## src/rtl/riscv_ctrl_pkg.sv

```systemverilog
// Shared pipeline-control types and constants for the hazard unit and its helpers.
package riscv_ctrl_pkg;

  typedef enum logic [1:0] {
    RUN        = 2'd0,
    LOAD_STALL = 2'd1,
    MEM_WAIT   = 2'd2
  } hz_state_t;

  localparam logic [31:0] NOP_INSTR  = 32'h0000_0013;
  localparam int          REG_AW_DEF = 5;

endpackage

```

## src/rtl/load_use_detect.sv

```systemverilog
// Combinational load-use comparator: decode reads a register that the load in execute will write.
module load_use_detect
  import riscv_ctrl_pkg::*;
#(
  parameter int REG_AW = REG_AW_DEF
) (
  input  logic [REG_AW-1:0] de_rs1,
  input  logic [REG_AW-1:0] de_rs2,
  input  logic              de_use_rs1,
  input  logic              de_use_rs2,
  input  logic [REG_AW-1:0] ex_rd,
  input  logic              ex_is_load,
  input  logic              ex_reg_wr,
  output logic              hazard
);

  logic w_rd_live;
  logic w_rs1_hit;
  logic w_rs2_hit;

  // x0 is hardwired to zero, so a load targeting it can never create a dependency
  assign w_rd_live = ex_is_load & ex_reg_wr & (ex_rd != {REG_AW{1'b0}});
  assign w_rs1_hit = de_use_rs1 & (de_rs1 == ex_rd);
  assign w_rs2_hit = de_use_rs2 & (de_rs2 == ex_rd);
  assign hazard    = w_rd_live & (w_rs1_hit | w_rs2_hit);

endmodule

```

## src/rtl/hazard_ctrl.sv

```systemverilog
// Stall/flush sequencer for PC, F/DE and DE/EX; memory wait > branch flush > load-use.
// Optional performance counters are enabled by defining HAZ_PERF_CNT_EN.
module hazard_ctrl
  import riscv_ctrl_pkg::*;
#(
  parameter int LOAD_BUBBLES = 1,
  parameter int MEM_TIMEOUT  = 64,
  parameter int REG_AW       = REG_AW_DEF
) (
  input  logic              clk,
  input  logic              rst,
  input  logic [REG_AW-1:0] de_rs1,
  input  logic [REG_AW-1:0] de_rs2,
  input  logic              de_use_rs1,
  input  logic              de_use_rs2,
  input  logic [REG_AW-1:0] ex_rd,
  input  logic              ex_is_load,
  input  logic              ex_reg_wr,
  input  logic              br_taken,
  input  logic              dmem_req,
  input  logic              dmem_ack,
  output logic              stall_pc,
  output logic              stall_fd,
  output logic              stall_dx,
  output logic              flush_fd,
  output logic              flush_dx,
  output logic              mem_err,
  output logic [31:0]       stall_cnt,
  output logic [31:0]       flush_cnt
);

  localparam int              TW       = $clog2(MEM_TIMEOUT + 1);
  localparam logic [TW-1:0]   TMO      = TW'(MEM_TIMEOUT);
  localparam logic [1:0]      BUB_INIT = 2'(LOAD_BUBBLES - 1);

  hz_state_t     r_state;
  hz_state_t     w_state_nxt;
  logic [TW-1:0] r_tcnt;
  logic [TW-1:0] w_tcnt_nxt;
  logic [1:0]    r_bcnt;
  logic [1:0]    w_bcnt_nxt;
  logic          r_mem_err;
  logic          w_err_set;
  logic          w_hazard;
  logic          w_mem_stall;
  logic          w_stall_pc;
  logic          w_stall_fd;
  logic          w_stall_dx;
  logic          w_flush_fd;
  logic          w_flush_dx;

  load_use_detect #(.REG_AW(REG_AW)) u_lud (
    .de_rs1     (de_rs1),
    .de_rs2     (de_rs2),
    .de_use_rs1 (de_use_rs1),
    .de_use_rs2 (de_use_rs2),
    .ex_rd      (ex_rd),
    .ex_is_load (ex_is_load),
    .ex_reg_wr  (ex_reg_wr),
    .hazard     (w_hazard)
  );

  assign w_mem_stall = dmem_req & ~dmem_ack;

  // next-state and same-cycle stall/flush decode
  always_comb begin
    w_state_nxt = r_state;
    w_tcnt_nxt  = r_tcnt;
    w_bcnt_nxt  = r_bcnt;
    w_err_set   = 1'b0;
    w_stall_pc  = 1'b0;
    w_stall_fd  = 1'b0;
    w_stall_dx  = 1'b0;
    w_flush_fd  = 1'b0;
    w_flush_dx  = 1'b0;
    case (r_state)
      RUN, LOAD_STALL: begin
        if (w_mem_stall) begin
          w_stall_pc  = 1'b1;
          w_stall_fd  = 1'b1;
          w_stall_dx  = 1'b1;
          w_state_nxt = MEM_WAIT;
          w_tcnt_nxt  = TW'(1);
          w_bcnt_nxt  = 2'd0;
        end else if (br_taken) begin
          w_flush_fd  = 1'b1;
          w_flush_dx  = 1'b1;
          w_state_nxt = RUN;
          w_bcnt_nxt  = 2'd0;
        end else if ((r_state == LOAD_STALL) || w_hazard) begin
          w_stall_pc = 1'b1;
          w_stall_fd = 1'b1;
          w_flush_dx = 1'b1;
          if (r_state == LOAD_STALL) begin
            w_bcnt_nxt  = r_bcnt - 2'd1;
            w_state_nxt = (r_bcnt == 2'd1) ? RUN : LOAD_STALL;
          end else if (LOAD_BUBBLES > 1) begin
            w_bcnt_nxt  = BUB_INIT;
            w_state_nxt = LOAD_STALL;
          end else begin
            w_state_nxt = RUN;
          end
        end else begin
          w_state_nxt = RUN;
        end
      end
      MEM_WAIT: begin
        // the ack cycle itself is quiet; a held branch flushes on the following cycle
        if (dmem_ack) begin
          w_state_nxt = RUN;
          w_tcnt_nxt  = {TW{1'b0}};
        end else if (r_tcnt >= TMO) begin
          w_err_set   = 1'b1;
          w_state_nxt = RUN;
          w_tcnt_nxt  = {TW{1'b0}};
        end else begin
          w_stall_pc = 1'b1;
          w_stall_fd = 1'b1;
          w_stall_dx = 1'b1;
          w_tcnt_nxt = r_tcnt + TW'(1);
        end
      end
      default: begin
        w_state_nxt = RUN;
        w_tcnt_nxt  = {TW{1'b0}};
        w_bcnt_nxt  = 2'd0;
      end
    endcase
  end

  // state, counters and sticky timeout flag
  always_ff @(posedge clk) begin
    if (!rst) begin
      r_state   <= RUN;
      r_tcnt    <= {TW{1'b0}};
      r_bcnt    <= 2'd0;
      r_mem_err <= 1'b0;
    end else begin
      r_state   <= w_state_nxt;
      r_tcnt    <= w_tcnt_nxt;
      r_bcnt    <= w_bcnt_nxt;
      r_mem_err <= r_mem_err | w_err_set;
    end
  end

  assign stall_pc = rst & w_stall_pc;
  assign stall_fd = rst & w_stall_fd;
  assign stall_dx = rst & w_stall_dx;
  assign flush_fd = rst & w_flush_fd;
  assign flush_dx = rst & w_flush_dx;
  assign mem_err  = rst & r_mem_err;

`ifdef HAZ_PERF_CNT_EN
  logic [31:0] r_stall_cnt;
  logic [31:0] r_flush_cnt;

  // free-running event counters, wrapping naturally at 2^32
  always_ff @(posedge clk) begin
    if (!rst) begin
      r_stall_cnt <= 32'd0;
      r_flush_cnt <= 32'd0;
    end else begin
      r_stall_cnt <= r_stall_cnt + {31'd0, stall_pc};
      r_flush_cnt <= r_flush_cnt + {31'd0, flush_fd};
    end
  end

  assign stall_cnt = rst ? r_stall_cnt : 32'd0;
  assign flush_cnt = rst ? r_flush_cnt : 32'd0;
`else
  assign stall_cnt = 32'd0;
  assign flush_cnt = 32'd0;
`endif

endmodule

```

## config.mk

```make
export PLATFORM = sky130hd
export DESIGN_NAME = hazard_ctrl
export DESIGN_NICKNAME = d
export VERILOG_FILES = /design/src/rtl/riscv_ctrl_pkg.sv /design/src/rtl/load_use_detect.sv /design/src/rtl/hazard_ctrl.sv
export SDC_FILE = /design/constraint.sdc
export NUM_CORES = 1
export LEC_CHECK = 0
export CAP_MARGIN = 20
export CORE_ASPECT_RATIO = 0.7
export CORE_UTILIZATION = 31
export DETAILED_ROUTE_END_ITERATION = 10
export PLACE_DENSITY = 0.79
export SLEW_MARGIN = 20
export SYNTH_ARGS = -nofsm -noshare
export SYNTH_HDL_FRONTEND = slang
export SYNTH_HIERARCHICAL = 1
export SYNTH_SLANG_ARGS = --single-unit
```

## constraint.sdc

```tcl
create_clock -name clk -period 1.9 [get_ports clk]
set_clock_uncertainty 0.15 [all_clocks]
set_input_delay 0.38 -clock clk [delete_from_list [all_inputs] [get_ports clk]]
set_output_delay 0.38 -clock clk [all_outputs]
set_load 0.01 [all_outputs]
```

======== Word-level counts from Yosys, hierarchy flattened ========
Cells that the tools add are included.
storage, ports and cells
  flip-flop bits (word level) ............. 12
  output and inout port bits .............. 70
  word-level logic and storage cells ...... 70
cells by class
  add/subtract/negate cells ............... 2
  order comparisons ....................... 1
  equality and inequality tests ........... 9
  mux-type cells .......................... 34
  bitwise gates (word level) .............. 15
  reductions and logical operators ........ 5
operator list
  cell                                                                   count
  7-bit 2-to-1 mux                                                       3
  2-bit 2-to-1 mux                                                       9
  1-bit 2-to-1 mux                                                       17
  7-bit case mux with 2 select lines                                     1
  1-bit AND                                                              11
  5-bit equality test                                                    2
  4-bit inequality test, second input constant                           2
  2-bit case mux with 2 select lines                                     2
  7-bit by 1-bit adder with 7-bit output, second input constant          1
  7-bit >= comparator, second input constant                             1
  5-bit nonzero test                                                     1
  2-bit by 1-bit equality test with 1-bit output, second input constant  2
  1-bit case mux with 2 select lines                                     2
  3-bit inequality test, second input constant                           1
  3-bit AND reduction                                                    1
  2-bit equality test, second input constant                             1
  2-bit zero test                                                        1
  2-bit inequality test, second input constant                           1
  1-bit NOT                                                              2
  1-bit OR                                                               2
  2-bit OR reduction                                                     1
  2-bit by 1-bit subtractor with 2-bit output, second input constant     1
  1-bit logical OR                                                       1

======== Longest topological paths before layout ========
  depth after elaboration ................. 10
  depth in mapped cells ................... 7

======== Modules after synthesis ========
Netlist, hierarchy kept.
modules (own cells, without submodules)
  module           instances  cells an instance  area each (sq um)
  hazard_ctrl      1          129                1114.8
  load_use_detect  1          17                 135.1

======== Least setup slack after synthesis ========
Ideal clock, no wire load.
  path kind ............................... input -> output
  start ................................... input port de_rs1[0]
  end ..................................... output port stall_pc
  data arrival time ....................... 1.545 ns
  required time ........................... 1.370 ns
  setup slack ............................. -0.175 ns
  cell stages on the path ................. 7
  buffers on the path ..................... 1
  path through ............................ xor2_1 -> nor4_1 -> nand3_1 -> a21oi_1 -> o21ai_0 -> o21bai_1 -> buf_4
between the ends
  cells in the longest elaborated chain, start to end .. 10
RTL lines
  element                             RTL line               text
  from (decl)                         hazard_ctrl.sv:12      input logic [REG_AW-1:0] de_rs1,
  5-bit equality test                 load_use_detect.sv:23  assign w_rs1_hit = de_use_rs1 & (de_rs1 == ex_rd);
  1-bit AND                           load_use_detect.sv:23
  1-bit OR                            load_use_detect.sv:25  assign hazard = w_rd_live & (w_rs1_hit | w_rs2_hit);
  1-bit AND                           load_use_detect.sv:25
  named net w_hazard                  hazard_ctrl.sv:44      logic w_hazard;
  1-bit logical OR                    hazard_ctrl.sv:90      end else if ((r_state == LOAD_STALL) || w_hazard) begin
  1-bit 2-to-1 mux (3 in a row)       --
  1-bit case mux with 2 select lines  --
  1-bit AND                           --
  to (decl)                           hazard_ctrl.sv:22      output logic stall_pc,
The timed path passes the listed nets, and every way through them passes these cells.

======== Worst setup path in the final report ========
  start ................................... input port ex_rd[4]
  end ..................................... output port flush_dx
between the ends
  cells in the longest elaborated chain, start to end .. 10
RTL lines
  element                                 RTL line                                      text
  from (decl)                             hazard_ctrl.sv:16                             input logic [REG_AW-1:0] ex_rd,
  5-bit equality test (on tied branches)  load_use_detect.sv:23, load_use_detect.sv:24
  1-bit AND (on tied branches)            load_use_detect.sv:23, load_use_detect.sv:24
  1-bit OR                                load_use_detect.sv:25
  1-bit AND (*)                           load_use_detect.sv:25
  named net w_hazard                      hazard_ctrl.sv:44
  1-bit logical OR (*)                    hazard_ctrl.sv:90
  1-bit 2-to-1 mux (*)                    hazard_ctrl.sv:90
  1-bit 2-to-1 mux (*)                    hazard_ctrl.sv:85                             end else if (br_taken) begin
  1-bit 2-to-1 mux (*)                    hazard_ctrl.sv:78                             if (w_mem_stall) begin
  1-bit 2-to-1 mux (*)                    hazard_ctrl.sv:76                             case (r_state)
  1-bit AND (*)                           hazard_ctrl.sv:150                            assign flush_dx = rst & w_flush_dx;
  to (decl)                               hazard_ctrl.sv:26                             output logic flush_dx,
The timed path passes the listed nets; every way through them passes the cells marked *.

==> flow_metrics.py <==
metrics = {
    "status": {
        "status": "finished with violations",
        "violations": "negative setup slack",
    },
    "global_route": {
        "antenna_found_initial": 0,
        "grt_pass1_vias": 780,
        "grt_first_pass_wirelength_mm": 3.54,
        "track_usage_pct": 11.1,
        "overflow": 0,
        "grt_max_degree": 9,
    },
    "floorplanning": {
        "pin_count": 94,
        "std_cell_rows": 18,
        "die_height_microns": 55.1,
        "initial_core_util_pct": 33.8,
        "dieArea_sq_um": 4290,
        "die_x_microns": 77.9,
        "floorplan.core_area_sq_um": 3690,
    },
    "detailed_routing": {
        "dr.pass1.iters": 4,
        "wl_mm": 2.44,
        "drtAntennaViolNets": 0,
        "wl_per_cell_microns": 9.88,
        "vias": 927,
        "vias_per_cell": 3.75,
        "drcViolationCount": 0,
        "drtIter0Drc": 42,
    },
    "logic_synthesis": {
        "synth_top_area_share_pct": 39.0,
        "yosys-top-cells-count": "buf_4 (65), dfxtp_1 (12), xor2_1 (11)",
        "syn_area_sq_um": 1250,
        "synth-edff-count": 0,
        "yosysSeqAreaShare_pct": 19.2,
        "async_flop_share_pct": 0,
        "yosysWarnings": 6,
        "synth_ff_type": "dfxtp_1",
        "synth_area_leaders": "buf_4 (39%), dfxtp_1 (19%), xor2_1 (7.7%), ha_1 (3.0%), o2111ai_4 (2.1%)",
        "synth_cells": 146,
        "avgSynthCellArea_sq_um": 8.56,
        "post-synth-top-count-cell": "buf_4",
        "yosysUniqueCellTypes": 37,
        "yosys.area.top_type": "buf_4",
        "ys_seq_elements": 12,
    },
    "power_and_ir_drop": {
        "ir_drop_mv": 0.266,
        "power.leakage_nw": 0.758,
        "powerDensity_nw_per_um2": 481,
    },
    "cells_and_area": {
        "final_layout_size_suffix_gt1_share_pct": 31.0,
        "nNetsFinal": 225,
        "fin_area_sq_um": 1550,
        "fillers": 386,
        "areaGrowthSynthToFinish_pct": 24.1,
        "n_antenna_cell": 0,
        "fin_util_pct": 42.0,
    },
    "sta": {
        "finalHoldViolCount": 0,
        "setup_tns_ps": -718,
        "slew_viol_final": 0,
        "setup_viol": 3,
        "max_freq_ghz": 0.464,
        "layout_min_cycle_time_ps": 2150,
        "fin_crit_sh_pct": 113,
        "rsz0062_at_grt": "true",
        "worst_slack_ps": -255,
    },
    "clock_tree": {
        "clock_path_buffers": 2,
        "h-tree-depth": 1,
        "hold_buffers": 0,
        "cts_buffers": 3,
        "clock-root-buffer": "clkbuf_8",
        "cts_tree": "built",
        "clk_pin_slew_ps": 50,
        "clock-sinks": 12,
        "clock_latency_ps": 240,
    },
    "worst_setup_path": {
        "cpMaxStageDelayCell": "or4_4",
        "arrival_ps": 1620,
        "worst-setup-path-type": "in2out",
        "startpoint_type": "input port",
        "critPathMaxFanout": 3,
        "endpoint_kind": "output port",
        "cpPeakStageDelay_ps": 530,
        "cp.required_ps": 1370,
        "crit_chain": "buf_8, or4_4, o211ai_2, a21oi_2, o31a_1, buf_2",
    },
    "place": {
        "hpwlAfterDp_mm": 1.89,
        "dpl_cell_area_sq_um": 1460,
        "pre_cts_ws_ps": -1080,
        "io_buffers": 29,
        "gp_congestion": 0.780,
    },
    "job": {
        "maxCapViolCount": 0,
    },
    "min_path": {
        "hold_class": "reg2reg",
    },
}
[final cells by class]
type / instances / area, sq um / share of cell area [%]
Clock buffer: 4 / 55.1 / 3.55
Timing Repair Buffer: 51 / 392 / 25.2
Inverter: 3 / 11.3 / 0.726
Tap cell: 50 / 62.6 / 4.03
Multi-Input combinational cell: 127 / 787 / 50.7
Sequential cell: 12 / 244 / 15.7
[path summary, 6_finish.rpt]
| path | from | depth (start not counted) | to | slack, ps |
|---|---|---|---|---|
| worst min-delay path | r_mem_err | 1 | r_mem_err | 310 |
| worst min register to register | r_mem_err | 1 | r_mem_err | 310 |
| worst max-delay path | ex_rd[4] | 6 | flush_dx | -250 |
| worst max register to register | r_tcnt[6] | 8 | r_state[1] | 340 |
[state kept, by name, summed over array words and instances, names as in the netlist]
register   cells
r_bcnt         2
r_mem_err      1
r_tcnt         7
r_state        2
[per-layer routing]
layer / share of wire [%] / routed length, microns / up-vias / GRT usage (%)
li1: - / - / 455 / -
met1: 41 / 999 / 427 / 12.8
met2: 50 / 1230 / 41 / 19.8
met3: 7.7 / 187 / 4 / 4.26
met4: 0.90 / 22 / 0 / 3.70
met5: 0 / 0 / - / 0
[timing repair]
item | 4_1_cts | 5_1_grt
pin swaps | 17 | 4
buffers inserted | 5 | 2
gates resized for setup | 76 | 11
endpoints found under the setup margin | 6 | 4
[where the power goes]
part           switching [W]  leakage (nW)  internal, W
sequential        0.00000519        0.0977     0.000254
clock              0.0000963        0.0288     0.000183
combinational       0.000120         0.631    0.0000873
[metrics by stage]
stage                     total power [W]  hold slack [ps]  std cells
after floorplan                  0.000467              282        209
after global placement           0.000461              293        236
after detailed placement         0.000462              298        236
after CTS                        0.000740              310        245
after global routing             0.000791              325        247
final                            0.000747              308        247
[worst max-delay path: cells and delay by family]
kind | cells | cell delay [ps]
simple gates | 1 | 530
compound gates | 3 | 470
buf+inv | 2 | 240
[layout by cell type (no fill, tap or decap), types with 2 or more instances in the layout]
master and count:
conb_1 64, buf_4 22, dfxtp_1 11, xor2_1 10
buf_2 10, nor2_1 6, dlygate4sd2_1 6, clkdlybuf4s50_1 5
o21ai_0 4, clkbuf_8 4, inv_1 3, nand2_1 3
ha_1 3, clkbuf_2 3, nor2b_4 2, and2_1 2
a32o_1 2, nor3b_1 2, clkdlybuf4s15_2 2, nor4_2 2
xnor2_1 2, nand3_1 2
[cells by family (layout without fill, tap and decap cells)]
logic type	after synthesis	count (layout)	share of synthesized area (%)
AO/OA/AOI/OAI	18	18	11.8
XOR/XNOR	13	13	9.11
adder cells (fa/ha/maj)	3	3	3.00
buffers and inverters	70	58	41.2
flip-flops	12	12	19.2
multiplexers	2	2	1.70
other	1	64	0.300
AND/OR/NAND/NOR	27	27	13.6
Note: power is estimated with default switching activity, not from simulation.
